File: src/rtl/fixed_to_float_pipe.sv
// Three-stage two's-complement fixed-point to IEEE-754 single converter (capture, normalise, pack).
// Define FTF_ROUND_NEAREST_EN for round-to-nearest-even; the default build truncates toward zero.
module fixed_to_float_pipe #(
  parameter int unsigned FIXED_W = 32,
  parameter int unsigned FRAC_W  = 30
) (
  input  logic               clock,
  input  logic               aclr,
  input  logic               clk_en,
  input  logic               in_valid,
  input  logic [FIXED_W-1:0] fixed_in,
  output logic               out_valid,
  output logic [31:0]        result
);

  localparam int unsigned EXT_W = FIXED_W + 24;

  logic               v1;
  logic               v2;
  logic               s1_sign;
  logic               s2_sign;
  logic [FIXED_W-1:0] s1_mag;
  logic [FIXED_W-1:0] s2_norm;
  logic [5:0]         s2_p;
  logic               s2_zf;

  logic [FIXED_W-1:0] mag_in;
  logic [5:0]         lead;
  logic [FIXED_W-1:0] norm_next;

  // The most negative input negates to itself, which read as unsigned is exactly 2^(FIXED_W-1).
  assign mag_in = fixed_in[FIXED_W-1] ? (~fixed_in + FIXED_W'(1)) : fixed_in;

  always_comb begin
    lead = '0;
    for (int unsigned i = 0; i < FIXED_W; i++) begin
      if (s1_mag[i]) lead = 6'(i);
    end
  end

  assign norm_next = s1_mag << (6'(FIXED_W - 1) - lead);

  // Padding 24 zeros below the normalised value gives the mantissa, guard and sticky at fixed
  // positions for every FIXED_W; narrow formats simply see zero guard and sticky bits.
  logic [EXT_W-1:0] ext;
  logic [22:0]      mant_raw;
  logic [8:0]       exp_raw;
  logic [22:0]      mant;
  logic [8:0]       exp_sum;

  assign ext      = {s2_norm, 24'b0};
  assign mant_raw = ext[EXT_W-2 -: 23];
  assign exp_raw  = 9'd127 + 9'(s2_p) - 9'(FRAC_W);

`ifdef FTF_ROUND_NEAREST_EN
  logic        guard;
  logic        sticky;
  logic        round_up;
  logic [23:0] mant_inc;
  logic [1:0]  unused_bits;

  assign guard    = ext[FIXED_W-1];
  assign sticky   = |ext[FIXED_W-2:0];
  assign round_up = guard & (sticky | mant_raw[0]);
  assign mant_inc = {1'b0, mant_raw} + 24'd1;
  assign mant     = round_up ? mant_inc[22:0] : mant_raw;
  assign exp_sum  = exp_raw + 9'(round_up & mant_inc[23]);
  assign unused_bits = {exp_sum[8], ext[EXT_W-1]};
`else
  logic [2:0] unused_bits;

  assign mant        = mant_raw;
  assign exp_sum     = exp_raw;
  assign unused_bits = {exp_sum[8], ext[EXT_W-1], |ext[FIXED_W-1:0]};
`endif

  always_ff @(posedge clock or posedge aclr) begin
    if (aclr) begin
      v1        <= 1'b0;
      v2        <= 1'b0;
      s1_sign   <= 1'b0;
      s2_sign   <= 1'b0;
      s1_mag    <= '0;
      s2_norm   <= '0;
      s2_p      <= '0;
      s2_zf     <= 1'b0;
      out_valid <= 1'b0;
      result    <= '0;
    end else if (clk_en) begin
      v1        <= in_valid;
      s1_sign   <= fixed_in[FIXED_W-1];
      s1_mag    <= mag_in;
      v2        <= v1;
      s2_sign   <= s1_sign;
      s2_norm   <= norm_next;
      s2_p      <= lead;
      s2_zf     <= (s1_mag == '0);
      out_valid <= v2;
      if (v2) result <= s2_zf ? '0 : {s2_sign, exp_sum[7:0], mant};
    end
  end

endmodule
File: config.mk
export PLATFORM = sky130hd
export DESIGN_NAME = fixed_to_float_pipe
export DESIGN_NICKNAME = d
export VERILOG_FILES = /design/src/rtl/fixed_to_float_pipe.sv
export SDC_FILE = /design/constraint.sdc
export NUM_CORES = 1
export LEC_CHECK = 0
export ABC_AREA = 0
export BUFFER_PORTS_ARGS = -buffer_cell sky130_fd_sc_hd__buf_2
export CAP_MARGIN = 20
export CORE_ASPECT_RATIO = 1.1
export CORE_MARGIN = 2
export CORE_UTILIZATION = 55
export CTS_CLUSTER_SIZE = 40
export DETAILED_ROUTE_END_ITERATION = 6
export PLACE_DENSITY_LB_ADDON = 0.05
export SLEW_MARGIN = 20
export SYNTH_ARGS = -nofsm -noshare
export SYNTH_HDL_FRONTEND = slang
export SYNTH_SLANG_ARGS = --single-unit
File: constraint.sdc
create_clock -name clock -period 6.7 [get_ports clock]
set_clock_uncertainty 0.15 [all_clocks]
set_input_delay 1.675 -clock clock [delete_from_list [all_inputs] [get_ports clock]]
set_output_delay 1.675 -clock clock [all_outputs]
set_load 0.05 [all_outputs]
==> results of run 1 <==
[cell usage in the layout, fill, tap and decap left out, types with 3 or more instances in the layout]
cell and instances:
a221o_1 4, or3_1 4, o41ai_1 5, a21oi_1 56
a22o_1 5, nor3_1 17, xor2_1 29, nand2_1 82
o221ai_1 7, o21a_1 5, o22ai_1 6, nor2b_1 5
o31ai_1 21, inv_1 21, o2bb2ai_1 3, a21o_1 4
a211oi_1 6, nand3_1 12, o21bai_1 3, buf_4 7
o21ai_0 51, nor4_1 7, or4_1 6, xnor2_1 3
or2_1 3, o211ai_1 3, mux2i_1 70, dfrtp_1 98
nand2b_1 6, nor2_1 76, o21ai_1 5, clkbuf_16 9
buf_2 68, mux2_2 16
[cell usage after synthesis, drive strengths merged, types with 4 or more instances]
master	count	area (um2)
a21oi	58	305
o21ai	56	280
mux2	16	180
xor2	29	254
nor2	78	295
inv	23	86.3
or3	4	25.0
mux2i	70	701
dfrtp	98	2450
nand2b	6	37.5
o22ai	6	37.5
or2	5	31.3
o21a	5	37.5
buf	31	171
a22o	5	43.8
a211oi	6	45.0
nor4	9	68.8
o211ai	5	47.5
nor3	17	85.1
nor2b	5	31.3
a221o	4	40.0
o221ai	7	61.3
o31ai	21	158
or4	7	56.3
clkbuf	27	101
nand2	84	318
o41ai	5	43.8
a21o	4	30.0
nand3	12	60.1
[layer usage]
metal  vias up  routed length, um  global-route usage, %
li1       2745                  -                      -
met1      2782               7740                   38.0
met2       144               8340                   45.6
met3        27                599                   3.88
met4         0                410                   9.29
met5         -                  0                      0
[power groups by stage]
| stage | combinational (mW) | sequential, mW | clock (mW) |
|---|---|---|---|
| 2_1_floorplan | 0.422 | 1.01 | 0 |
| 3_3_place_gp | 0.797 | 0.826 | 0 |
| 3_5_place_dp | 0.805 | 0.833 | 0 |
| 4_1_cts | 0.808 | 0.822 | 0.515 |
| 5_1_grt | 0.878 | 0.839 | 0.540 |
| 6_report | 0.809 | 0.822 | 0.509 |
[worst max path at each step]
stage,end,slack (ns),depth (start not counted)
4_1_cts,s2_norm[25],2.86,8
3_3_place_gp,s1_mag[30],2.57,9
3_5_place_dp,s1_mag[30],2.52,9
6_report,s2_norm[25],2.86,8
5_1_grt,s1_mag[30],2.75,9
2_1_floorplan,out_valid,2.31,1
[through the flow]
step / util (%) / setup slack, ns
after floorplan: - / 2.31
after CTS: 61.6 / 2.86
after global routing: 61.6 / 2.75
final: 61.6 / 2.86
after detailed placement: 59.1 / 2.52
after global placement: 59.1 / 2.57
[critical path: stages, from the launching register on]
cell and delay, ns:
dfrtp_1 0.48, nor4_1 0.50, o211ai_2 0.21, a21oi_4 0.88, mux2i_1 0.31, mux2i_1 0.13, mux2i_1 0.41, o221ai_1 0.19
o32a_1 0.43
[sequential cells by signal, indices dropped and copies added, names as in the netlist]
| register | flops |
|---|---|
| s2_p | 5 |
| s1_mag | 32 |
| s2_norm | 23 |
| result | 32 |
| v1 | 1 |
| s2_sign | 1 |
| s1_sign | 1 |
| out_valid | 1 |
| s2_zf | 1 |
| v2 | 1 |
[area by class of cell]
type	count	area [um2]	share of cell area [%]
Clock buffer	9	225	3.18
Inverter	24	92.6	1.31
Tap cell	150	188	2.65
Timing Repair Buffer	75	393	5.55
Sequential cell	98	2450	34.7
Multi-Input combinational cell	566	3660	51.8
Clock inverter	7	60.1	0.849
[cell families after synthesis]
| group | after synthesis |
|---|---|
| and+or+nand+nor | 235 |
| AOI/OAI and AO/OA | 211 |
| DFF | 98 |
| muxes | 86 |
| buffers and inverters | 82 |
| xor gates and xnor gates | 32 |
| adders and majority gates | 2 |
==> out/qor.txt, run 1 <==
Power Dens Cells = 303 nW/um2
Final Max Slew Viols = 0
Largest family of logic cells by synthesized area = compound AO/OA/AOI/OAI gates
Endpoints failing hold = 0
Antenna violations before repair = 0
Hold crit path type = register to register
Min cycle time layout = 3.84 ns
Gate power share = 37.8%
Die ar. = 12600 um2
Rows = 41
Cell Count, Final, Fillers Out = 929
Num ports = 69
First-pass GRT wire length = 28.1 mm
Hold Path Sink = result[28]
RSZ-0062 raised after global routing = false
Die width = 107 um
Post-place instance area = 6790 um2
CTS root buffer = clkbuf_16
Placed cells = 913
Final setup fails = 0
Nets = 812
Post-CTS setup repair buffer count = 0
Synth warnings = 0
Reg2Reg Setup Slack = 2.86 ns
Synth Area in Compound Gates = 21.5%
Internal power = 1.23 mW
Rel. slew slack = 28.0%
Seq/Total Area, Yosys = 37.9%
Startpoint type of the worst setup path = register
Yosys reg bits = 98
Mapped Area = 6460 um2
Largest buffer count on any clock path = 2
Routed Antenna Nets = 0
CTS tree = built
Placer Congestion = 0.921
R2r worst-path depth = 8
Fin crit share = 57.3%
Synth Area in Adders = 0.387%
Clk slew on worst S/H paths = 0.07 ns
LEAKAGE = 3.19 nW
Cells after synthesis = 746
Post-Syn Nets = 784
XOR/XNOR Fraction of Synth Area = 4.34%
Layout fillers = 1069
Post-synth cell types = 71
DRT Pass-1 Iters = 5
Pwr Total = 2.14 mW
H-Tree Depth = 3
Part of the power in registers = 38.4%
Final instance area = 7070 um2
Sw Share = 42.6%
Layout area overhead = 9.43%
Post-synth EDFFs = 0
Worst-skew pair later-pin latency = 0.36 ns
DR vias/cell = 6.13
Clock power share = 23.8%
Hpwl dp = 12.5 mm
NetSw = 0.911 mW
DR vias = 5698
Routed len/inst = 18.4 um
Largest net degree at the start of global routing = 73
Worst r2r src = s1_mag[7]
Outcome = finished clean
VDD IR max = 184 uV
MaxCap Viol Count = 0
Core area = 11500 um2
1st-iter DRT viols = 371
Layout cells sized above 1 = 16.2%
Die H = 118 um
Fmax = 260 MHz
GR Overflow Total = 0
Syn_area_per_cell = 8.66 um2
# hold bufs at CTS = 0
# DRC = 0
Vias in the first global route = 5375
Critical setup path kind = register to register
Reg-to-reg endpoint = s2_norm[25]
Final hold slack = 0.324 ns
Async SR Flop Fraction = 100%
CTS Sinks = 98
Crit. End Element = register
HP Start = result[28]
Critical Path RT = 6.78 ns
Critical Path Fanout Max = 31
Mux cell area share after synthesis = 13.6%
Data arrival, critical path = 3.92 ns
Crit. Startpoint = s1_mag[7]
Setup TNS = 0 ns
CTS buffer count = 9
Gr usage total = 27.9%
IO buf count = 68
Simple logic cell fraction of the synthesized area = 16.6%
Final WL = 17.1 mm
Worst-Margin Slew = 1.08 ns
Cts repair resizes = 0
Most used DFF post-synth = dfrtp_1
Initial Util = 56.2%
Cell count of the worst hold path = 2
Antenna Cells = 0
Power figures use the tool's default switching activity.
==> run 2, diff against run 1 <==
--- a/config.mk
+++ b/config.mk
@@ -5,12 +5,12 @@
 export SDC_FILE = /design/constraint.sdc
 export NUM_CORES = 1
 export LEC_CHECK = 0
-export ABC_AREA = 0
+export ABC_AREA = 1
 export BUFFER_PORTS_ARGS = -buffer_cell sky130_fd_sc_hd__buf_2
 export CAP_MARGIN = 20
 export CORE_ASPECT_RATIO = 1.1
 export CORE_MARGIN = 2
-export CORE_UTILIZATION = 55
+export CORE_UTILIZATION = 54
 export CTS_CLUSTER_SIZE = 40
 export DETAILED_ROUTE_END_ITERATION = 6
 export PLACE_DENSITY_LB_ADDON = 0.05
==> constraint.sdc (replaced) <==
create_clock -name clock -period 3.4 [get_ports clock]
set_clock_uncertainty 0.15 [all_clocks]
set_input_delay 0.85 -clock clock [delete_from_list [all_inputs] [get_ports clock]]
set_output_delay 0.85 -clock clock [all_outputs]
set_load 0.05 [all_outputs]
==> run 2 against run 1 <==
Compared with the run above:
- the run now ends with setup timing left
- utilization grew 16 points
- sequential share of layout area decreased by 5.8 points
- fmax rose by 10%
- cell count increased by 21%
- register-to-register slack worse by 2.9 ns
- global-route usage is 0.90 points lower
- critical path depth increased by 30
==> out/qor.txt, run 2 <==
Layout cells sized above 1 = 36.6% (was 16.2%)
Most used DFF post-synth = dfrtp_1 (unchanged)
Seq/Total Area, Yosys = 39.8% (was 37.9%)
Startpoint type of the worst setup path = register (unchanged)
DR vias = 6526 (was 5698)
Outcome = finished with violations (was finished clean)
Crit. End Element = register (unchanged)
Most frequent cells in the layout = nand2_1 (192), dfrtp_1 (98), inv_1 (69) (was dfrtp_1 (98), nand2_1 (82), nor2_1 (76))
Fin crit share = 102% (was 57.3%)
Routed Antenna Nets = 0 (unchanged)
Die width = 106 um (was 107 um)
Synth warnings = 0 (unchanged)
Worst path top cell family by delay = simple AND/OR/NAND/NOR gates (was compound AO/OA/AOI/OAI gates)
Synth Area in Compound Gates = 12.3% (was 21.5%)
Routed len/inst = 16.4 um (was 18.4 um)
Nets = 1008 (was 812)
CP bufs+invs = 2 (was 0)
Multi-input logic area = 4320 um2 (was 3660 um2)
GR Util met1 = 36.0% (was 38.0%)
First-pass GRT wire length = 26.8 mm (was 28.1 mm)
PnR worst setup slack = -0.0824 ns (was 2.86 ns)
RSZ-0062 raised after global routing = true (was false)
Antenna Cells = 0 (unchanged)
VDD IR max = 386 uV (was 184 uV)
CTS tree = built (unchanged)
Async SR Flop Fraction = 100% (unchanged)
Rel. slew slack = 16.1% (was 28.0%)
Slowest stage delay, CP = 0.41 ns (was 0.88 ns)
CP most frequent cell = nand2_1 (was mux2i_1)
Num ports = 69 (unchanged)
Top cells by count, synth = nand2_1 (259), nand3_1 (153), dfrtp_1 (98) (was dfrtp_1 (98), nand2_1 (83), nor2_1 (77))
Mux cell area share after synthesis = 0% (was 13.6%)
CTS buffer count = 9 (unchanged)
Data arrival, critical path = 3.58 ns (was 3.92 ns)
Layout fillers = 805 (was 1069)
CTS Sinks = 98 (unchanged)
1st-iter DRT viols = 588 (was 371)
Rows = 40 (was 41)
Met2 usage = 45.5% (was 45.6%)
Post-Syn Nets = 911 (was 784)
Gr usage total = 27.0% (was 27.9%)
Yosys reg bits = 98 (unchanged)
Layout area overhead = 38.0% (was 9.43%)
Register area = 2450 um2 (unchanged)
Area share of the largest cell type after synthesis = 39.8% (was 37.9%)
Syn_area_per_cell = 7.06 um2 (was 8.66 um2)
Commonest non-fill, non-tap cell in the layout = nand2_1 (was dfrtp_1)
Setup TNS = -0.298 ns (was 0 ns)
Slowest-stage cell, CP = dfrtp_1 (was a21oi_4)
Initial Util = 56.0% (was 56.2%)
Largest buffer count on any clock path = 2 (unchanged)
Biggest regs = result: 32 flops, s1_mag: 32 flops, s2_norm: 23 flops (unchanged)
Post-synth cell types = 39 (was 71)
Largest family of logic cells by synthesized area = simple AND/OR/NAND/NOR gates (was compound AO/OA/AOI/OAI gates)
LEAKAGE = 4.11 nW (was 3.19 nW)
GR Overflow Total = 0 (unchanged)
H-Tree Depth = 3 (unchanged)
Die ar. = 12300 um2 (was 12600 um2)
Clk slew on worst S/H paths = 0.07 ns (about the same)
Antenna violations before repair = 0 (unchanged)
IO buf count = 68 (unchanged)
Endpoints failing hold = 0 (unchanged)
Simple logic cell fraction of the synthesized area = 35.0% (was 16.6%)
XOR/XNOR Fraction of Synth Area = 4.12% (was 4.34%)
Hpwl dp = 11.5 mm (was 12.5 mm)
Core area = 11000 um2 (was 11500 um2)
DR vias/cell = 5.82 (was 6.13)
Largest net degree at the start of global routing = 65 (was 73)
Worst-Margin Slew = 1.26 ns (was 1.08 ns)
DRT Pass-1 Iters = 6 (was 5)
Pwr Total = 5.24 mW (was 2.14 mW)
Most crowded layer after global routing = met2 (unchanged)
Critical Path Fanout Max = 6 (was 31)
Placer Congestion = 0.906 (was 0.921)
Synth Area in Adders = 0.406% (was 0.387%)
Count leader, synth = nand2_1 (was dfrtp_1)
Critical setup path kind = register to register (unchanged)
Hold crit path type = register to register (unchanged)
Vias in the first global route = 5639 (was 5375)
Worst-skew pair later-pin latency = 0.36 ns (about the same)
Die H = 116 um (was 118 um)
Final setup fails = 5 (was 0)
Failing checks = setup timing
GR Layer Usage met3 = 3.21% (was 3.88%)
Post-synth EDFFs = 0 (unchanged)
DP Worst Slack = -0.502 ns (was 2.52 ns)
Power Dens Cells = 616 nW/um2 (was 303 nW/um2)
Fmax = 287 MHz (was 260 MHz)
CTS root buffer = clkbuf_16 (unchanged)
Min cycle time layout = 3.48 ns (was 3.84 ns)
Cells after synthesis = 873 (was 746)
MaxCap Viol Count = 0 (unchanged)
Synth area leader = dfrtp_1 (unchanged)
Final WL = 18.4 mm (was 17.1 mm)
Final Max Slew Viols = 0 (unchanged)
Mapped Area = 6160 um2 (was 6460 um2)
Final Util = 77.2% (was 61.6%)
Critical Path RT = 3.49 ns (was 6.78 ns)
# DRC = 0 (unchanged)
Synth top area cells = dfrtp_1 (40%), nand2_1 (16%), nand3_1 (12%), o21ai_0 (5.4%), inv_1 (4.6%) (was dfrtp_1 (38%), mux2i_1 (11%), nand2_1 (4.8%), nor2_1 (4.5%), a21oi_1 (4.3%))
-- run 2: cell types whose count changed after synthesis, moves of 26 or more --
cell and change:
a21oi_1 -51, inv_1 +54, mux2i_1 -70, nand2_1 +176, nand3_1 +141, nor2_1 -26
-- run 2: path summary, 6_finish.rpt --
kind,depth (start not counted),endpoint,slack [ns],startpoint
setup / recovery,38,s2_norm[19],-0.08,s1_mag[1]
hold / removal,2,s2_norm[16],0.33,s2_norm[16]
setup reg to reg,38,s2_norm[19],-0.08,s1_mag[1]
hold reg to reg,2,s2_norm[16],0.33,s2_norm[16]
max in group asynchronous,3,result[0],1.89,aclr
min in group asynchronous,2,s2_p[0],0.49,aclr
-- run 2: logic make-up (layout without fill, tap and decap cells) --
family,Yosys count,count (layout)
AO/OA/AOI/OAI,126,126
XOR/XNOR,29,29
adder cells (fa/ha/maj),2,2
buffers and inverters,123,221
flip-flops,98,98
AND/OR/NAND/NOR,495,499
-- run 2: cell type report --
type,instances,share of cell area [%]
clock buffer,10,2.81
sequential,98,28.8
inverter,79,3.63
timing repair buffer,125,10.6
clock inverter,6,1.13
multi-input combinational,656,50.8
timing repair inverter,1,0.0883
tap,147,2.16
-- run 2: stage by stage --
| stage | cells | area (um2) | hold WS, ns |
|---|---|---|---|
| floorplan | 873 | 6170 | 0.292 |
| global placement | 1082 | 6780 | 0.301 |
| detailed placement | 1082 | 6780 | 0.316 |
| CTS | 1099 | 7150 | 0.335 |
| global route | 1122 | 8500 | 0.344 |
| finish | 1122 | 8500 | 0.328 |
-- run 2: power breakdown --
part / total, mW / leakage (nW) / switching, mW / internal [mW]
clock network: 1.14 / 0.161 / 0.470 / 0.674
registers: 1.60 / 1.20 / 0.166 / 1.43
logic: 2.49 / 2.75 / 1.69 / 0.801
-- run 2: routing by layer --
layer,part of all wire [%],up-vias
li1,-,3080
met1,42,3056
met2,49,298
met3,4.8,92
met4,4.3,0
met5,0,-
-- run 2: worst reg2reg max path: cells and delay by family, from the launching register on --
family / cells / cell delay [ns]
and+or+nand+nor: 35 / 2.35
DFF: 1 / 0.41
buffers and inverters: 2 / 0.35
AOI/OAI and AO/OA: 1 / 0.11
-- run 2: repair_timing --
item,CTS,global route
gates resized for setup,5,270
gates cloned,1,5
pin swaps,0,105
buffers inserted,0,18
hold buffers,0,0
setup endpoints to repair,6,34
